==> src/rtl/mtm_alu_ctrl.sv <==
// Transaction controller for the mtm_alu serial link: serializes one {B, A, op, CRC4}
// request onto sin, then deserializes and CRC3-checks the reply arriving on sout.
module mtm_alu_ctrl #(
    parameter int TIMEOUT_CYC = 2000
) (
    input  logic        clk,
    input  logic        rst_n,
    input  logic        req_valid,
    output logic        req_ready,
    input  logic [31:0] req_a,
    input  logic [31:0] req_b,
    input  logic [2:0]  req_op,
    input  logic        req_bad_crc,
    output logic        sin,
    input  logic        sout,
    output logic        resp_valid,
    output logic [31:0] resp_c,
    output logic [3:0]  resp_flags,
    output logic        resp_crc_ok,
    output logic        resp_err,
    output logic [5:0]  resp_err_flags,
    output logic        resp_timeout,
    output logic        busy
);

    localparam int TX_BITS = 99;
    localparam int CNT_W   = $clog2(TIMEOUT_CYC + 1);
    localparam logic [CNT_W-1:0] CNT_LAST = CNT_W'(TIMEOUT_CYC - 1);

    typedef enum logic [2:0] {
        IDLE,
        TX,
        WAIT,
        RX,
        GAP,
        DONE
    } state_t;

    state_t              state;
    logic                idle_q;
    logic [TX_BITS-1:0]  tx_shift;
    logic [6:0]          tx_cnt;
    logic [CNT_W-1:0]    wait_cnt;
    logic [8:0]          rx_sh;
    logic [3:0]          rx_bit;
    logic [2:0]          rx_frame;
    logic [31:0]         c_acc;
    logic                frame_err;

    logic [3:0]          tx_crc;
    logic [TX_BITS-1:0]  tx_word;
    logic                rx_type;
    logic [7:0]          rx_pay;
    logic                crc3_ok;

    // MSB-first LFSR form of the CRC, init 0, x^4+x+1
    function automatic logic [3:0] crc4_calc(input logic [67:0] msg);
        logic [3:0] crc;
        crc = 4'b0000;
        for (int i = 67; i >= 0; i--) begin
            crc = {crc[2:0], 1'b0} ^ (((crc[3] ^ msg[i]) == 1'b1) ? 4'b0011 : 4'b0000);
        end
        return crc;
    endfunction

    function automatic logic [2:0] crc3_calc(input logic [36:0] msg);
        logic [2:0] crc;
        crc = 3'b000;
        for (int i = 36; i >= 0; i--) begin
            crc = {crc[1:0], 1'b0} ^ (((crc[2] ^ msg[i]) == 1'b1) ? 3'b011 : 3'b000);
        end
        return crc;
    endfunction

    function automatic logic [10:0] frame(input logic is_cmd, input logic [7:0] payload);
        return {1'b0, is_cmd, payload, 1'b1};
    endfunction

    always_comb begin
        tx_crc  = crc4_calc({req_b, req_a, 1'b1, req_op}) ^ {4{req_bad_crc}};
        tx_word = {frame(1'b0, req_b[31:24]), frame(1'b0, req_b[23:16]),
                   frame(1'b0, req_b[15:8]),  frame(1'b0, req_b[7:0]),
                   frame(1'b0, req_a[31:24]), frame(1'b0, req_a[23:16]),
                   frame(1'b0, req_a[15:8]),  frame(1'b0, req_a[7:0]),
                   frame(1'b1, {1'b0, req_op, tx_crc})};
    end

    // rx_sh holds {type, payload} once the stop bit is on sout
    assign rx_type   = rx_sh[8];
    assign rx_pay    = rx_sh[7:0];
    assign crc3_ok   = (crc3_calc({c_acc, 1'b0, rx_pay[6:3]}) == rx_pay[2:0]);
    assign req_ready = idle_q & rst_n;

    always_ff @(posedge clk) begin
        if (!rst_n) begin
            state          <= IDLE;
            idle_q         <= 1'b1;
            busy           <= 1'b0;
            sin            <= 1'b1;
            tx_shift       <= '0;
            tx_cnt         <= '0;
            wait_cnt       <= '0;
            rx_sh          <= '0;
            rx_bit         <= '0;
            rx_frame       <= '0;
            c_acc          <= '0;
            frame_err      <= 1'b0;
            resp_valid     <= 1'b0;
            resp_c         <= '0;
            resp_flags     <= '0;
            resp_crc_ok    <= 1'b0;
            resp_err       <= 1'b0;
            resp_err_flags <= '0;
            resp_timeout   <= 1'b0;
        end else begin
            case (state)
                IDLE: begin
                    if (req_valid) begin
                        sin      <= tx_word[TX_BITS-1];
                        tx_shift <= {tx_word[TX_BITS-2:0], 1'b1};
                        tx_cnt   <= 7'(TX_BITS - 1);
                        idle_q   <= 1'b0;
                        busy     <= 1'b1;
                        state    <= TX;
                    end
                end

                TX: begin
                    if (tx_cnt != 7'd0) begin
                        sin      <= tx_shift[TX_BITS-1];
                        tx_shift <= {tx_shift[TX_BITS-2:0], 1'b1};
                        tx_cnt   <= tx_cnt - 7'd1;
                    end else begin
                        sin      <= 1'b1;
                        wait_cnt <= '0;
                        state    <= WAIT;
                    end
                end

                // WAIT precedes the first reply frame; GAP sits between later frames
                WAIT, GAP: begin
                    if (!sout) begin
                        rx_bit <= '0;
                        state  <= RX;
                        if (state == WAIT) begin
                            rx_frame  <= '0;
                            frame_err <= 1'b0;
                        end
                    end else if (wait_cnt == CNT_LAST) begin
                        resp_valid     <= 1'b1;
                        resp_timeout   <= 1'b1;
                        resp_c         <= '0;
                        resp_flags     <= '0;
                        resp_err       <= 1'b0;
                        resp_err_flags <= '0;
                        resp_crc_ok    <= 1'b0;
                        state          <= DONE;
                    end else begin
                        wait_cnt <= wait_cnt + 1'b1;
                    end
                end

                RX: begin
                    if (rx_bit != 4'd9) begin
                        rx_sh  <= {rx_sh[7:0], sout};
                        rx_bit <= rx_bit + 4'd1;
                    end else if (rx_frame == 3'd0 && rx_type && rx_pay[7]) begin
                        resp_valid     <= 1'b1;
                        resp_err       <= 1'b1;
                        resp_err_flags <= rx_pay[6:1];
                        resp_c         <= '0;
                        resp_flags     <= '0;
                        resp_timeout   <= 1'b0;
                        resp_crc_ok    <= sout;
                        state          <= DONE;
                    end else if (rx_frame != 3'd4) begin
                        c_acc     <= {c_acc[23:0], rx_pay};
                        rx_frame  <= rx_frame + 3'd1;
                        frame_err <= frame_err | ~sout;
                        wait_cnt  <= '0;
                        state     <= GAP;
                    end else begin
                        resp_valid     <= 1'b1;
                        resp_c         <= c_acc;
                        resp_flags     <= rx_pay[6:3];
                        resp_crc_ok    <= crc3_ok & ~frame_err & sout;
                        resp_err       <= 1'b0;
                        resp_err_flags <= '0;
                        resp_timeout   <= 1'b0;
                        state          <= DONE;
                    end
                end

                DONE: begin
                    resp_valid <= 1'b0;
                    idle_q     <= 1'b1;
                    busy       <= 1'b0;
                    state      <= IDLE;
                end

                default: begin
                    idle_q <= 1'b1;
                    busy   <= 1'b0;
                    sin    <= 1'b1;
                    state  <= IDLE;
                end
            endcase
        end
    end

endmodule

==> config.mk <==
export PLATFORM = sky130hd
export DESIGN_NAME = mtm_alu_ctrl
export DESIGN_NICKNAME = d
export VERILOG_FILES = /design/src/rtl/mtm_alu_ctrl.sv
export SDC_FILE = /design/constraint.sdc
export NUM_CORES = 1
export LEC_CHECK = 0
export ABC_AREA = 1
export CORE_MARGIN = 3
export CORE_UTILIZATION = 58
export DETAILED_ROUTE_END_ITERATION = 7
export PLACE_DENSITY = 0.87
export REMOVE_ABC_BUFFERS = 1
export SLEW_MARGIN = 20
export SYNTH_ARGS = -nofsm -noshare
export SYNTH_HDL_FRONTEND = slang
export SYNTH_SLANG_ARGS = --single-unit
==> constraint.sdc <==
create_clock -name clk -period 6.7 [get_ports clk]
set_input_delay 1.005 -clock clk [delete_from_list [all_inputs] [get_ports clk]]
set_output_delay 1.005 -clock clk [all_outputs]
set_load 0.01 [all_outputs]
# Word-level counts from Yosys, hierarchy flattened
# Index checks and enable logic that the tools add are counted.
[op_classes]
n_addsub = 4
n_eq_ne = 23
mux = 184
bitwise_logic = 215
n_reduce_logical = 23
[op_table]
columns = ["operator", "n"]
rows = [
  ["bitwise XOR 4 x 2 -> 4 bit", 66],
  ["2-to-1 mux 2 bit", 105],
  ["2-to-1 mux 99 bit", 2],
  ["one-hot mux 99 bit (2 select lines)", 1],
  ["2-to-1 mux 32 bit", 5],
  ["bitwise XOR 3 x 2 -> 3 bit", 37],
  ["bitwise XOR 1 bit", 98],
  ["2-to-1 mux 11 bit", 6],
  ["one-hot mux 32 bit (2 select lines)", 1],
  ["one-hot mux 11 bit (3 select lines)", 1],
  ["2-to-1 mux 3 bit", 10],
  ["2-to-1 mux 6 bit", 5],
  ["2-to-1 mux 4 bit", 7],
  ["2-to-1 mux 1 bit", 25],
  ["inequality test 2 bit (second input constant)", 12],
  ["one-hot mux 4 bit (2 select lines)", 2],
  ["2-to-1 mux 7 bit", 2],
  ["one-hot mux 7 bit (2 select lines)", 1],
  ["one-hot mux 1 bit (2 select lines)", 6],
  ["one-hot mux 3 bit (4 select lines)", 1],
  ["one-hot mux 6 bit (2 select lines)", 1],
  ["adder 11 x 1 -> 11 bit (second input constant)", 1],
  ["== test 11 bit (second input constant)", 1],
  ["AND reduction 5 bit", 2],
  ["28 further kinds", 51],
]
[totals]
ff_bits = 218
inputBits = 72

# Longest topological paths before layout
[depth]
depth_word = 201
ltp_mapped = 70

# Worst setup path before layout
# No wires, ideal clock.
[synth_timing]
path_type = "input -> register"
start = "input port req_b[24]"
end = "register tx_shift[3]"
setup_ns = 0.109
arrival_ns = 5.374
required_ns = 6.591
path_slack_ns = 1.217
stages = 63
cell_sequence = "inv_1 nand2_1 nand2_1 clkinv_1 nand2_1 nand2_1 nand2_1 nand2_2 inv_2 nand2_1 nand3_2 nand2_1 nand2_2 nand2_2 nand2_1 nand2_1 nand2_1 nand2_1 [27 not listed] nand2_1 nand3_1 nand2_1 nand2_1 nand2_2 inv_2 nand2_1 nand2_2 nand3_1 nand2_2 nand2_1 nand2_1 xor2_1 nor2_1 nand2_1 nand3_1 nand2_1 inv_1"
[synth_via]
elab_chain_cells = 105
word_cells_on_any_way = 177
cone_classes = "mux: 59; bitwise: 118"
[synth_rtl]
columns = ["element", "line_no", "source"]
rows = [
  ["start, declared", "11", "input logic [31:0] req_b,"],
  ["bitwise XOR 1 bit (*)", "61", "crc = {crc[2:0], 1'b0} ^ (((crc[3] ^ msg[i]) == 1'b1) ? 4'b0011 : 4'b0000);"],
  ["2-to-1 mux 2 bit (*)", "61", ""],
  ["bitwise XOR 4 x 2 -> 4 bit (*) (3 in series)", "61", ""],
  ["bitwise XOR 1 bit", "61", ""],
  ["2-to-1 mux 2 bit", "61", ""],
  ["bitwise XOR 4 x 2 -> 4 bit (*) (3 in series)", "61", ""],
  ["bitwise XOR 1 bit", "61", ""],
  ["2-to-1 mux 2 bit", "61", ""],
  ["[83 not listed]", "-", ""],
  ["2-to-1 mux 2 bit", "61", ""],
  ["bitwise XOR 4 x 2 -> 4 bit (*) (3 in series)", "61", ""],
  ["bitwise XOR 1 bit", "61", ""],
  ["2-to-1 mux 2 bit", "61", ""],
  ["bitwise XOR 4 x 2 -> 4 bit (*)", "61", ""],
  ["bitwise XOR 4 bit (*)", "80", "tx_crc = crc4_calc({req_b, req_a, 1'b1, req_op}) ^ {4{req_bad_crc}};"],
  ["2-to-1 mux 99 bit (*)", "118", "if (req_valid) begin"],
  ["one-hot mux 99 bit (2 select lines) (*)", "116", "case (state)"],
  ["end signal, assigned", "120", "tx_shift <= {tx_word[TX_BITS-2:0], 1'b1};"],
  ["end signal, assigned", "131", "tx_shift <= {tx_shift[TX_BITS-2:0], 1'b1};"],
  ["end, declared", "41", "logic [TX_BITS-1:0] tx_shift;"],
]
# Every way passes the cells marked *; elsewhere a longest branch is shown, timed or not. The select of a mux whose other input is x is not followed.
# A chain may end at the register's enable or synchronous reset.

# Worst setup path after layout
[layout_timing]
start = "input port req_b[23]"
end = "register tx_shift[4]"
[layout_via]
elab_chain_cells = 103
word_cells_on_any_way = 173
cone_classes = "mux: 57; bitwise: 116"
[layout_rtl]
columns = ["element", "line_no"]
rows = [
  ["bitwise XOR 1 bit (*)", "61"],
  ["2-to-1 mux 2 bit (*)", "61"],
  ["bitwise XOR 4 x 2 -> 4 bit (*) (3 in series)", "61"],
  ["bitwise XOR 1 bit / bitwise XOR 4 x 2 -> 4 bit (equally long branches)", "61"],
  ["2-to-1 mux 2 bit / bitwise XOR 1 bit (equally long branches)", "61"],
  ["bitwise XOR 4 x 2 -> 4 bit (*) (3 in series)", "61"],
  ["bitwise XOR 1 bit / bitwise XOR 4 x 2 -> 4 bit (equally long branches)", "61"],
  ["2-to-1 mux 2 bit / bitwise XOR 1 bit (equally long branches)", "61"],
  ["[79 not listed]", "-"],
  ["2-to-1 mux 2 bit / bitwise XOR 1 bit (equally long branches)", "61"],
  ["bitwise XOR 4 x 2 -> 4 bit (*) (3 in series)", "61"],
  ["bitwise XOR 1 bit / bitwise XOR 4 x 2 -> 4 bit (equally long branches)", "61"],
  ["2-to-1 mux 2 bit / bitwise XOR 1 bit (equally long branches)", "61"],
  ["bitwise XOR 4 x 2 -> 4 bit (*) (3 in series)", "61"],
  ["bitwise XOR 4 bit (*)", "80"],
  ["2-to-1 mux 99 bit (*)", "118"],
  ["one-hot mux 99 bit (2 select lines) (*)", "116"],
]
# Marks and branches as above.

==> impl_results.md <==
- Status: complete, no violations
- Final setup vio count: 0
- Yosys cell types: 41
- RR Startpoint: c_acc[31]
- Pre-CTS setup slack: -0.2504 ns
- Clock Latency Late Sink: 0.50 ns
- CTS root buf: clkbuf_16
- Final WL: 28480 µm
- Largest net degree at the start of global routing: 142
- Critical path required time: 7.05 ns
- Antenna Nets Post-Route: 0
- Worst path slowest cell: nand2_1
- Hold buffers post-CTS: 0
- CP startpoint: req_b[23]
- Period utilization: 0.9299
- Syn Area/Cell: 6.625 µm²
- Gr ovfl total: 0
- Maximum fanout along the worst path: 5
- Initial Utilization: 0.5989
- First-pass GRT wire length: 47400 µm
- Final Hold Vio Count: 0
- GRT Total Usage: 0.2439
- Number of synthesized register bits: 218
- Worst Hold Class: flop to flop
- Most frequent cells in the layout: nand2_1, dfxtp_1, inv_1
- Router iterations before antenna repair: 6
- Critical path type: input pin to flop
- Initial antenna violation count: 0
- Pin slew with the least headroom to its limit: 1.060 ns
- Max cap viols: 0
- Most used cell, CP: nand2_2
- Final worst path period need: 6.230 ns
- 1st-iter DRT viols: 736
- IO buf count: 120
- Min-delay src: resp_c[25]
- Vias/cell: 5.512
- Startpoint Class: input pin
- CTS Buf Count: 22
- Max-slew violations: 0
- I/O Pins: 121
- Synth Cell Area: 11850 µm²
- Warnings from Yosys: 0
- Synth Instances: 1788
- Top FF cell, synth: dfxtp_1
- Vias in the first global route: 10.93k
- Fillcell total: 1591
- Worst Setup Slack, final: 0.4695 ns
- Post-DP Area: 13200 µm²
- Final core occ: 0.7188
- Multi-input gate area: 6865 µm²
- Via count: 11.85k
- Gpl congestion: 0.9218
- Design Area, Final: 14220 µm²
- Final Skew: 0.01322 ns
- Worst path max stage delay: 0.17 ns
- Area grow syn2layout: 20.03%
- Routed wire per std cell: 13.25 µm
- Worst slew margin: 0.2748
- Arrival time at the worst endpoint: 6.58 ns
- Die width: 148.9 µm
- Num rows: 51
- Antenna diode count: 0
- HPWL Detailed: 19480 µm
- Final net count: 1950
- Fmax: 160.5 MHz
- FFs w/ async S/R, synth: 0
- Number of remaining DRC errors: 0
- Worst R2R Setup Slack: 1.42 ns
- Die height: 148.9 µm
- Die area: 22180 µm²
- TritonCTS clock tree: built
- H-tree levels: 1
- Commonest non-fill, non-tap cell in the layout: nand2_1
- Clock sink count: 218
- EDFF count, synth: 0
- Critical Path Sink Type: flop
- Max clock buf depth: 3
- Layout cells sized above 1: 0.1306
- Sequential area share after synthesis: 0.3684
- Core footprint: 19780 µm²
- Clock-pin slew on the worst setup and hold paths: 0.06 ns
- Setup TNS: 0 ns
- FF/Latch Area: 4364 µm²
## worst paths after layout
path         cells past startpoint           to
min                              2   resp_c[25]
min reg2reg                      2   resp_c[25]
max reg2reg                     22  resp_crc_ok
max                             63  tx_shift[4]
## synthesized netlist by cell type (all sizes together), types with 3 or more instances
library cell / count / share of area
clkbuf: 72 / 0.023
a31oi: 69 / 0.036
nand3b: 10 / 0.0063
xor2: 48 / 0.035
nand2: 587 / 0.20
a211oi: 5 / 0.0032
a21oi: 97 / 0.041
ha: 7 / 0.0074
a2111oi: 3 / 0.0022
o21ai: 125 / 0.053
nor3: 30 / 0.013
nand4: 4 / 0.0021
nor2: 120 / 0.039
xnor2: 28 / 0.021
inv: 168 / 0.053
clkinv: 4 / 0.0013
o22ai: 10 / 0.0053
dfxtp: 218 / 0.37
buf: 3 / 0.0011
nand3: 167 / 0.076
## stage by stage
step / hold slack, ns / cells
2_1_floorplan: 0.4341 / 1713
3_3_place_gp: 0.4427 / 2110
3_5_place_dp: 0.4555 / 2110
4_1_cts: 0.4633 / 2147
5_1_grt: 0.4744 / 2149
6_report: 0.4599 / 2149
## worst max-delay path, delay by kind of cell
kind,cells,cell delay (ns)
buffers and inverters,5,0.46
AOI/OAI and AO/OA,1,0.05
and+or+nand+nor,57,5.06
## state kept, by name, indices dropped and copies added, names as in the netlist
| name | count |
|---|---|
| state | 3 |
| tx_cnt | 7 |
| idle_q | 1 |
| rx_frame | 3 |
| c_acc | 32 |
| wait_cnt | 11 |
| sin | 1 |
| rx_bit | 4 |
| resp_c | 32 |
| resp_crc_ok | 1 |
| frame_err | 1 |
| resp_timeout | 1 |
| resp_err_flags | 6 |
| resp_valid | 1 |
| rx_sh | 9 |
| tx_shift | 99 |
| resp_err | 1 |
| resp_flags | 4 |
| busy | 1 |
## kinds of logic (layout without fill, tap and decap cells)
| kind of cell | count (synthesis) | in the layout | share of synthesized area |
|---|---|---|---|
| multiplexers | 1 | 1 | 0.0008450 |
| XOR/XNOR | 76 | 76 | 0.05619 |
| AND/OR/NAND/NOR | 922 | 922 | 0.3421 |
| buffers and inverters | 247 | 343 | 0.07837 |
| adder cells (fa/ha/maj) | 7 | 7 | 0.007393 |
| AO/OA/AOI/OAI | 317 | 317 | 0.1467 |
| flip-flops | 218 | 218 | 0.3684 |
## final cells by class
class,instances,share of cell area
Clock buffer,35,0.04787
Clock inverter,2,0.002728
Timing Repair Buffer,134,0.09073
Multi-Input combinational cell,1323,0.4828
Inverter,172,0.04558
Tap cell,265,0.02332
Sequential cell,218,0.3069
## routing by layer
layer  routed length [µm]  track usage  up-vias
li1                     -            -     5992
met1                12200       0.3003     5458
met2                14380       0.4503      338
met3                 1400      0.02978       58
met4                  495      0.06316        0
met5                    0            0        -
## repair_timing
| item | 4_1_cts | 5_1_grt |
|---|---|---|
| setup buffers | 0 | 2 |
| endpoints found under the setup margin | 0 | 4 |
| endpoints found under the hold margin | 0 | 0 |
| resized for setup | 0 | 100 |
Power is left out: the tool's default activity adds up to more than one toggle a clock period on the data nets, which glitch-free logic cannot reach.
